## config.mk

```make
export PLATFORM = sky130hd
export DESIGN_NAME = pipe_hazard_ctrl
export DESIGN_NICKNAME = d
export VERILOG_FILES = /design/src/rtl/pipe_hazard_ctrl.sv
export SDC_FILE = /design/constraint.sdc
export NUM_CORES = 1
export LEC_CHECK = 0
export ABC_AREA = 1
export BUFFER_PORTS_ARGS = -buffer_cell sky130_fd_sc_hd__buf_2
export CAP_MARGIN = 40
export CORE_MARGIN = 3
export CORE_UTILIZATION = 51
export CTS_CLUSTER_SIZE = 20
export DETAILED_ROUTE_END_ITERATION = 6
export PLACE_DENSITY = 0.95
export RECOVER_POWER = 50
export SYNTH_ARGS = -nofsm -noshare
export SYNTH_HDL_FRONTEND = slang
export SYNTH_SLANG_ARGS = --single-unit
```

## constraint.sdc

```tcl
create_clock -name clk_i -period 4.2 [get_ports clk_i]
set_input_delay 0.84 -clock clk_i [delete_from_list [all_inputs] [get_ports clk_i]]
set_output_delay 0.84 -clock clk_i [all_outputs]
set_load 0.03 [all_outputs]
```

## src/rtl/pipe_hazard_ctrl.sv

```systemverilog
// Pipeline hazard controller: load-use stall, branch redirect/flush, memory-busy hold.
// Zero-latency combinational outputs; optional perf counters under PIPE_HAZARD_PERF_CNT_EN.
module pipe_hazard_ctrl #(
    parameter int XLEN   = 64,
    parameter int REG_AW = 5
) (
    input  logic              clk_i,
    input  logic              reset_i,
    input  logic              mem_busy_i,
    input  logic              branch_taken_i,
    input  logic [XLEN-1:0]   branch_target_i,
    input  logic              dx_valid_i,
    input  logic              dx_is_load_i,
    input  logic [REG_AW-1:0] dx_rd_i,
    input  logic [REG_AW-1:0] fd_rs1_i,
    input  logic [REG_AW-1:0] fd_rs2_i,
    input  logic              fd_rs1_use_i,
    input  logic              fd_rs2_use_i,
    output logic              FD_pipeready,
    output logic              fd_flush_o,
    output logic              dx_bubble_o,
    output logic              pc_sel_o,
    output logic [XLEN-1:0]   pc_target_o,
    output logic [31:0]       stall_cnt_o,
    output logic [31:0]       flush_cnt_o
);

    typedef enum logic [1:0] {RUN, LU_STALL, REDIRECT, MEM_WAIT} state_t;

    state_t            state_q, state_d;
    logic              pend_q, pend_d;
    logic [XLEN-1:0]   tgt_q, tgt_d;

    logic              hazard;
    logic              rdy, flush, bubble, sel;
    logic [XLEN-1:0]   target;

    always_comb begin
        hazard = dx_valid_i && dx_is_load_i && (dx_rd_i != '0) &&
                 ((fd_rs1_use_i && (fd_rs1_i == dx_rd_i)) ||
                  (fd_rs2_use_i && (fd_rs2_i == dx_rd_i)));

        state_d = state_q;
        pend_d  = pend_q;
        tgt_d   = tgt_q;
        rdy     = 1'b1;
        flush   = 1'b0;
        bubble  = 1'b0;
        sel     = 1'b0;
        target  = '0;

        case (state_q)
            RUN, LU_STALL, REDIRECT: begin
                // Execute holds a bubble in REDIRECT, so a taken branch there is stale.
                if (mem_busy_i) begin
                    rdy     = 1'b0;
                    state_d = MEM_WAIT;
                    if (branch_taken_i && (state_q != REDIRECT)) begin
                        pend_d = 1'b1;
                        tgt_d  = branch_target_i;
                    end
                end else if (branch_taken_i && (state_q != REDIRECT)) begin
                    sel     = 1'b1;
                    target  = branch_target_i;
                    flush   = 1'b1;
                    bubble  = 1'b1;
                    state_d = REDIRECT;
                end else if (hazard && (state_q == RUN)) begin
                    rdy     = 1'b0;
                    bubble  = 1'b1;
                    state_d = LU_STALL;
                end else begin
                    state_d = RUN;
                end
            end
            MEM_WAIT: begin
                if (mem_busy_i) begin
                    rdy = 1'b0;
                    if (branch_taken_i && !pend_q) begin
                        pend_d = 1'b1;
                        tgt_d  = branch_target_i;
                    end
                end else if (pend_q || branch_taken_i) begin
                    // Oldest redirect wins: the latched one if present.
                    sel     = 1'b1;
                    target  = pend_q ? tgt_q : branch_target_i;
                    flush   = 1'b1;
                    bubble  = 1'b1;
                    pend_d  = 1'b0;
                    tgt_d   = '0;
                    state_d = REDIRECT;
                end else begin
                    state_d = RUN;
                end
            end
            default: state_d = RUN;
        endcase
    end

    assign FD_pipeready = reset_i && rdy;
    assign fd_flush_o   = reset_i && flush;
    assign dx_bubble_o  = reset_i && bubble;
    assign pc_sel_o     = reset_i && sel;
    assign pc_target_o  = (reset_i && sel) ? target : '0;

    always_ff @(posedge clk_i) begin
        if (!reset_i) begin
            state_q <= RUN;
            pend_q  <= 1'b0;
            tgt_q   <= '0;
        end else begin
            state_q <= state_d;
            pend_q  <= pend_d;
            tgt_q   <= tgt_d;
        end
    end

`ifdef PIPE_HAZARD_PERF_CNT_EN
    logic [31:0] stall_cnt_q, stall_cnt_d;
    logic [31:0] flush_cnt_q, flush_cnt_d;

    always_comb begin
        stall_cnt_d = stall_cnt_q;
        flush_cnt_d = flush_cnt_q;
        if (!FD_pipeready && (stall_cnt_q != 32'hFFFF_FFFF))
            stall_cnt_d = stall_cnt_q + 32'd1;
        if (fd_flush_o && (flush_cnt_q != 32'hFFFF_FFFF))
            flush_cnt_d = flush_cnt_q + 32'd1;
    end

    always_ff @(posedge clk_i) begin
        if (!reset_i) begin
            stall_cnt_q <= '0;
            flush_cnt_q <= '0;
        end else begin
            stall_cnt_q <= stall_cnt_d;
            flush_cnt_q <= flush_cnt_d;
        end
    end

    assign stall_cnt_o = stall_cnt_q;
    assign flush_cnt_o = flush_cnt_q;
`else
    assign stall_cnt_o = '0;
    assign flush_cnt_o = '0;
`endif

endmodule

```

Yosys cells after proc, flatten, opt, wreduce, memory -nomap -nowiden. Cells that the tools add are included.

Add/subtract/negate cells: 0. Multipliers: 0. Div/mod/pow operators: 0. $lt $le $gt $ge: 0. Eq/ne operators: 11. Shift operators: 0. Muxes and demuxes: 39. Bitwise operators: 0. Reductions and logical operators: 18.

Operators by type and width (count): $mux W64 (11); $pmux W64 S2 (2); $mux W1 (17); $logic_and A1 B1 Y1 (11); $eq A5 B5 Y1 (2); $mux W2 (4); $ne A2 B2 Y1 const B (4); $pmux W1 S2 (4); $ne A3 B3 Y1 const B (2); $reduce_bool A5 Y1 (1); $eq A2 B2 Y1 const B (2); $pmux W2 S2 (1); $reduce_and A4 Y1 (1); $reduce_or A3 Y1 (1); $eq A2 B1 Y1 const B (1); $logic_not A2 Y1 (1); $logic_or A1 B1 Y1 (2); $logic_not A1 Y1 (1).

Flip-flop bits (word level): 67. Bits in latches: 0. RAM bits: 0. ROM bits: 0. Bits of input ports: 87. Output and inout port bits: 132. Logic and storage cells: 71. Memories: 0.

Logic depth before layout (Yosys ltp).
Word-level depth: 10. Mapped depth: 9. Mapped depth without buffers: 9.

Least setup slack after synthesis. Ideal clock, no wire load.

Kind: input-to-output. From: in reset_i. To: out pc_target_o[59]. Data arrival time: 2.449 ns. Required time: 3.360 ns. Setup slack: 0.911 ns. Stages on the path: 8. Buffers on the path: 2. Path through: inv_1 -> nor2_1 -> nand2_1 -> nor2_1 -> inv_2 -> buf_2 -> buf_2 -> a21oi_1.

Cells in the longest elaborated chain, start to end: 2.

RTL lines: start, declared (line 8) `input logic reset_i,`; $logic_and A1 B1 Y1; net fd_flush_o (line 20) `output logic fd_flush_o,`; $mux W64 (line 104) `assign pc_target_o = (reset_i && sel) ? target : '0;`; end, declared (line 23) `output logic [XLEN-1:0] pc_target_o,`.

The timed path passes the listed nets, and every way through them passes these cells.

Worst setup path in the final report.
From: in mem_busy_i. To: reg tgt_q[12].

Cells in the longest elaborated chain, start to end: 2. Elaborated cells between the ends (all ways): 6. Classes of those cells: eq/ne: 3; mux: 2; reduce/logical: 1.

RTL lines: start, declared (line 9) `input logic mem_busy_i,`; $ne A3 B3 Y1 (no line) (tied with other cells); $reduce_and A4 Y1 (no line) or $pmux W64 S2 (tied branches); end signal, assigned (line 114) `tgt_q <= tgt_d;`; end, declared (line 32) `logic [XLEN-1:0] tgt_q, tgt_d;`.

Parallel ways exist; a longest one is shown, timed or not. A chain may end at the register's enable or synchronous reset.

==> flow_metrics.env <==
export IMPL_numClockSinks=67
export IMPL_switchingPower_w=0.000540
export IMPL_path_class="in -> reg"
export IMPL_cp_cell_sequence="clkbuf_1 > inv_1 > o21ai_0 > clkbuf_1 > nand4_1 > a21oi_1"
export IMPL_regArea_sq_um=1340
export IMPL_internal_power_w=0.00103
export IMPL_worst_r2r_endpoint="tgt_q[12]"
export IMPL_synth_top_area_share_pct=28.7
export IMPL_vias=5223
export IMPL_p_leak_nw=2.17
export IMPL_multiInputGateArea_sq_um=2670
export IMPL_antenna_found_initial=0
export IMPL_fillers=863
export IMPL_skew_ns=0.0123
export IMPL_status="finished with violations"
export IMPL_grt_pass1_vias=4475
export IMPL_reg2reg_from="state_q[1]"
export IMPL_crit_fanout=66
export IMPL_rsz0062_at_grt="no"
export IMPL_cts_tree="built"
export IMPL_detail_route_wl_per_cell_um=14.8
export IMPL_violations="capacitance limit, slew limit"
export IMPL_track_usage_pct=24.5
export IMPL_diodes=0
export IMPL_syn_area_sq_um=4670
export IMPL_clock_power_share_pct=32.5
export IMPL_path_common_cell="clkbuf_1"
export IMPL_final_util_pct=60.1
export IMPL_hold_end="tgt_q[63]"
export IMPL_worstMarginPinSlew_ns=2.96
export IMPL_cts_setup_buffers=0
export IMPL_cap_violations=2
export IMPL_end_kind="flop"
export IMPL_yosysUniqueCellTypes=22
export IMPL_wl_um=13200
export IMPL_fin_crit_ns=3.80
export IMPL_grt_pass1_wl_um=20900
export IMPL_ff2ff_setup_slack_ns=0.67
export IMPL_yosysTopAreaCell="dfxtp_1"
export IMPL_worstPathRequired_ns=4.41
export IMPL_die_area_sq_um=10300
export IMPL_finalHoldViolations=0
export IMPL_dp_hpwl_um=8410
export IMPL_gp_congestion=0.784
export IMPL_combPwrFrac_pct=23.7
export IMPL_fin_setup_tns_ns=0
export IMPL_seq_power_share_pct=43.8
export IMPL_avgSynthCellArea_sq_um=6.90
export IMPL_post_place_ws_ns=0.547
export IMPL_cts_root_buf="clkbuf_8"
export IMPL_grt_overflow_total=0
export IMPL_slowest_stage="clkbuf_1"
export IMPL_min_from="tgt_q[63]"
export IMPL_avgViaCountPerCell=5.87
export IMPL_worst_path_largest_cell_delay_ns=2.11
export IMPL_ys_ff_latch=67
export IMPL_min_path_type="reg -> reg"
export IMPL_fp_dieW_um=102
export IMPL_setup_viol=0
export IMPL_finalPower_w=0.00157
export IMPL_holdBufCountCts=0
export IMPL_drive_gt1_share_pct=24.2
export IMPL_first_pass_iters=5
export IMPL_fp_coreArea_sq_um=8810
export IMPL_min_path_cells=2
export IMPL_syn2layout_area_growth_pct=13.3
export IMPL_layout_nets=865
export IMPL_cellPowerDensity_nw_per_um2=297
export IMPL_path_delay_family="buffers and inverters"
export IMPL_sw_frac_of_total_pct=34.4
export IMPL_start_kind="input port"
export IMPL_syn_inst=677
export IMPL_slew_violations=134
export IMPL_initial_core_util_pct=53.1
export IMPL_synth_warnings=0
export IMPL_grt_max_degree=115
export IMPL_path_clk_slew_ns=0.07
export IMPL_postLayoutSetupSlackWorst_ns=0.405
export IMPL_rows=34
export IMPL_slew_headroom_pct=-97.1
export IMPL_final_period_utilization_pct=90.4
export IMPL_drtIter0Drc=418
export IMPL_ir_drop_v=0.000218
export IMPL_reg2regPathDepth=5
export IMPL_numCtsBuffers=9
export IMPL_drcViolationCount=0
export IMPL_critPathArrivalTime_ns=4.01
export IMPL_seq_area_frac_synth_pct=28.7
export IMPL_clockBufferDepth=2
export IMPL_io_pins=219
export IMPL_fp_dieH_um=102
export IMPL_ctsResizeCount=0
export IMPL_crit_buf_inv=3
export IMPL_clock_latency_ns=0.33
export IMPL_synth_area_top_cells="dfxtp_1, a21oi_1, buf_4"
export IMPL_ant_nets=0
export IMPL_clock_fmax_mhz=264
export IMPL_htreeDepth=3
export IMPL_numPortBuffers=154
## final cells by class
class,count,area share (%)
Tap cell,108,2.55
Multi-Input combinational cell,509,50.4
Timing Repair Buffer,165,16.4
Clock inverter,5,1.04
Clock buffer,10,2.41
Sequential cell,67,25.4
Inverter,26,1.84
## metrics by stage
| stage | cells | hold WS, ns | cell area [sq um] |
|---|---|---|---|
| floorplan | 740 | 0.444 | 4910 |
| global placement | 875 | 0.453 | 5130 |
| detailed placement | 875 | 0.455 | 5130 |
| CTS | 890 | 0.467 | 5310 |
| global route | 890 | 0.482 | 5290 |
| finish | 890 | 0.469 | 5290 |
## cells in the final DEF (no fill, tap or decap)
| cell | instances |
|---|---|
| buf_4 | 7 |
| nor3_1 | 1 |
| nand2_2 | 2 |
| nor2_1 | 19 |
| conb_1 | 64 |
| clkbuf_1 | 4 |
| a22oi_1 | 7 |
| a21oi_1 | 123 |
| clkinv_1 | 1 |
| dfxtp_2 | 1 |
| o21ai_0 | 4 |
| inv_2 | 5 |
| buf_12 | 2 |
| clkbuf_8 | 9 |
| clkinvlp_4 | 2 |
| a32oi_1 | 57 |
| o21ai_1 | 1 |
| nor2_4 | 2 |
| clkinv_2 | 2 |
| dfxtp_1 | 66 |
| inv_1 | 20 |
| bufinv_16 | 1 |
| nor2_2 | 2 |
| nand3_1 | 61 |
| nand4_1 | 65 |
| buf_2 | 153 |
| a31oi_4 | 1 |
| nand2_1 | 100 |
## synth_stat cells, drive strengths merged
| master | instances |
|---|---|
| a21oi | 123 |
| buf | 106 |
| nand2 | 102 |
| dfxtp | 67 |
| nand4 | 65 |
| nand3 | 61 |
| a32oi | 57 |
| clkbuf | 32 |
| inv | 26 |
| nor2 | 23 |
| a22oi | 7 |
| o21ai | 5 |
| a31oi | 1 |
| conb | 1 |
| nor3 | 1 |
## worst register-to-register path: stages (launching register included)
cell and delay (ns):
dfxtp_1 0.38, nand2_2 0.11, o21ai_0 0.30, clkbuf_1 2.11
nand4_1 0.27, a21oi_1 0.24
## worst max-delay path by stage
stage               start              end  slack [ns]  depth (start not counted)
2_1_floorplan     reset_i  pc_target_o[59]        0.91                          8
3_3_place_gp   mem_busy_i  pc_target_o[34]        0.66                          8
3_5_place_dp   mem_busy_i  pc_target_o[37]        0.55                          8
4_1_cts        mem_busy_i  pc_target_o[37]        0.54                          8
5_1_grt        mem_busy_i        tgt_q[49]        0.21                          6
6_report       mem_busy_i        tgt_q[12]        0.40                          6
## state kept, by name, indices dropped and copies added (netlist names)
signal	flops
tgt_q	64
state_q	2
pend_q	1
## per-layer routing
metal	wire length [um]	track usage (%)	share of wire [%]	vias up
li1	-	-	-	2524
met1	5380	30.9	41	2429
met2	6600	41.6	50	247
met3	994	5.65	7.5	23
met4	206	7.67	1.6	0
met5	0	0	0	-
## power by group through the flow
stage	clock network [W]	registers (W)	logic, W
3_3_place_gp	0	0.000701	0.000363
3_5_place_dp	0	0.000702	0.000369
4_1_cts	0.000523	0.000688	0.000369
5_1_grt	0.000558	0.000692	0.000408
6_report	0.000511	0.000689	0.000372
2_1_floorplan	0	0.000696	0.000316
## kinds of logic after synthesis
| family | Yosys count | share of synthesized area, % |
|---|---|---|
| AO/OA/AOI/OAI | 193 | 25.8 |
| buffers and inverters | 164 | 19.7 |
| flip-flops | 67 | 28.7 |
| other | 1 | 0.0802 |
| AND/OR/NAND/NOR | 252 | 25.8 |
(Power assumes the default switching activity.)
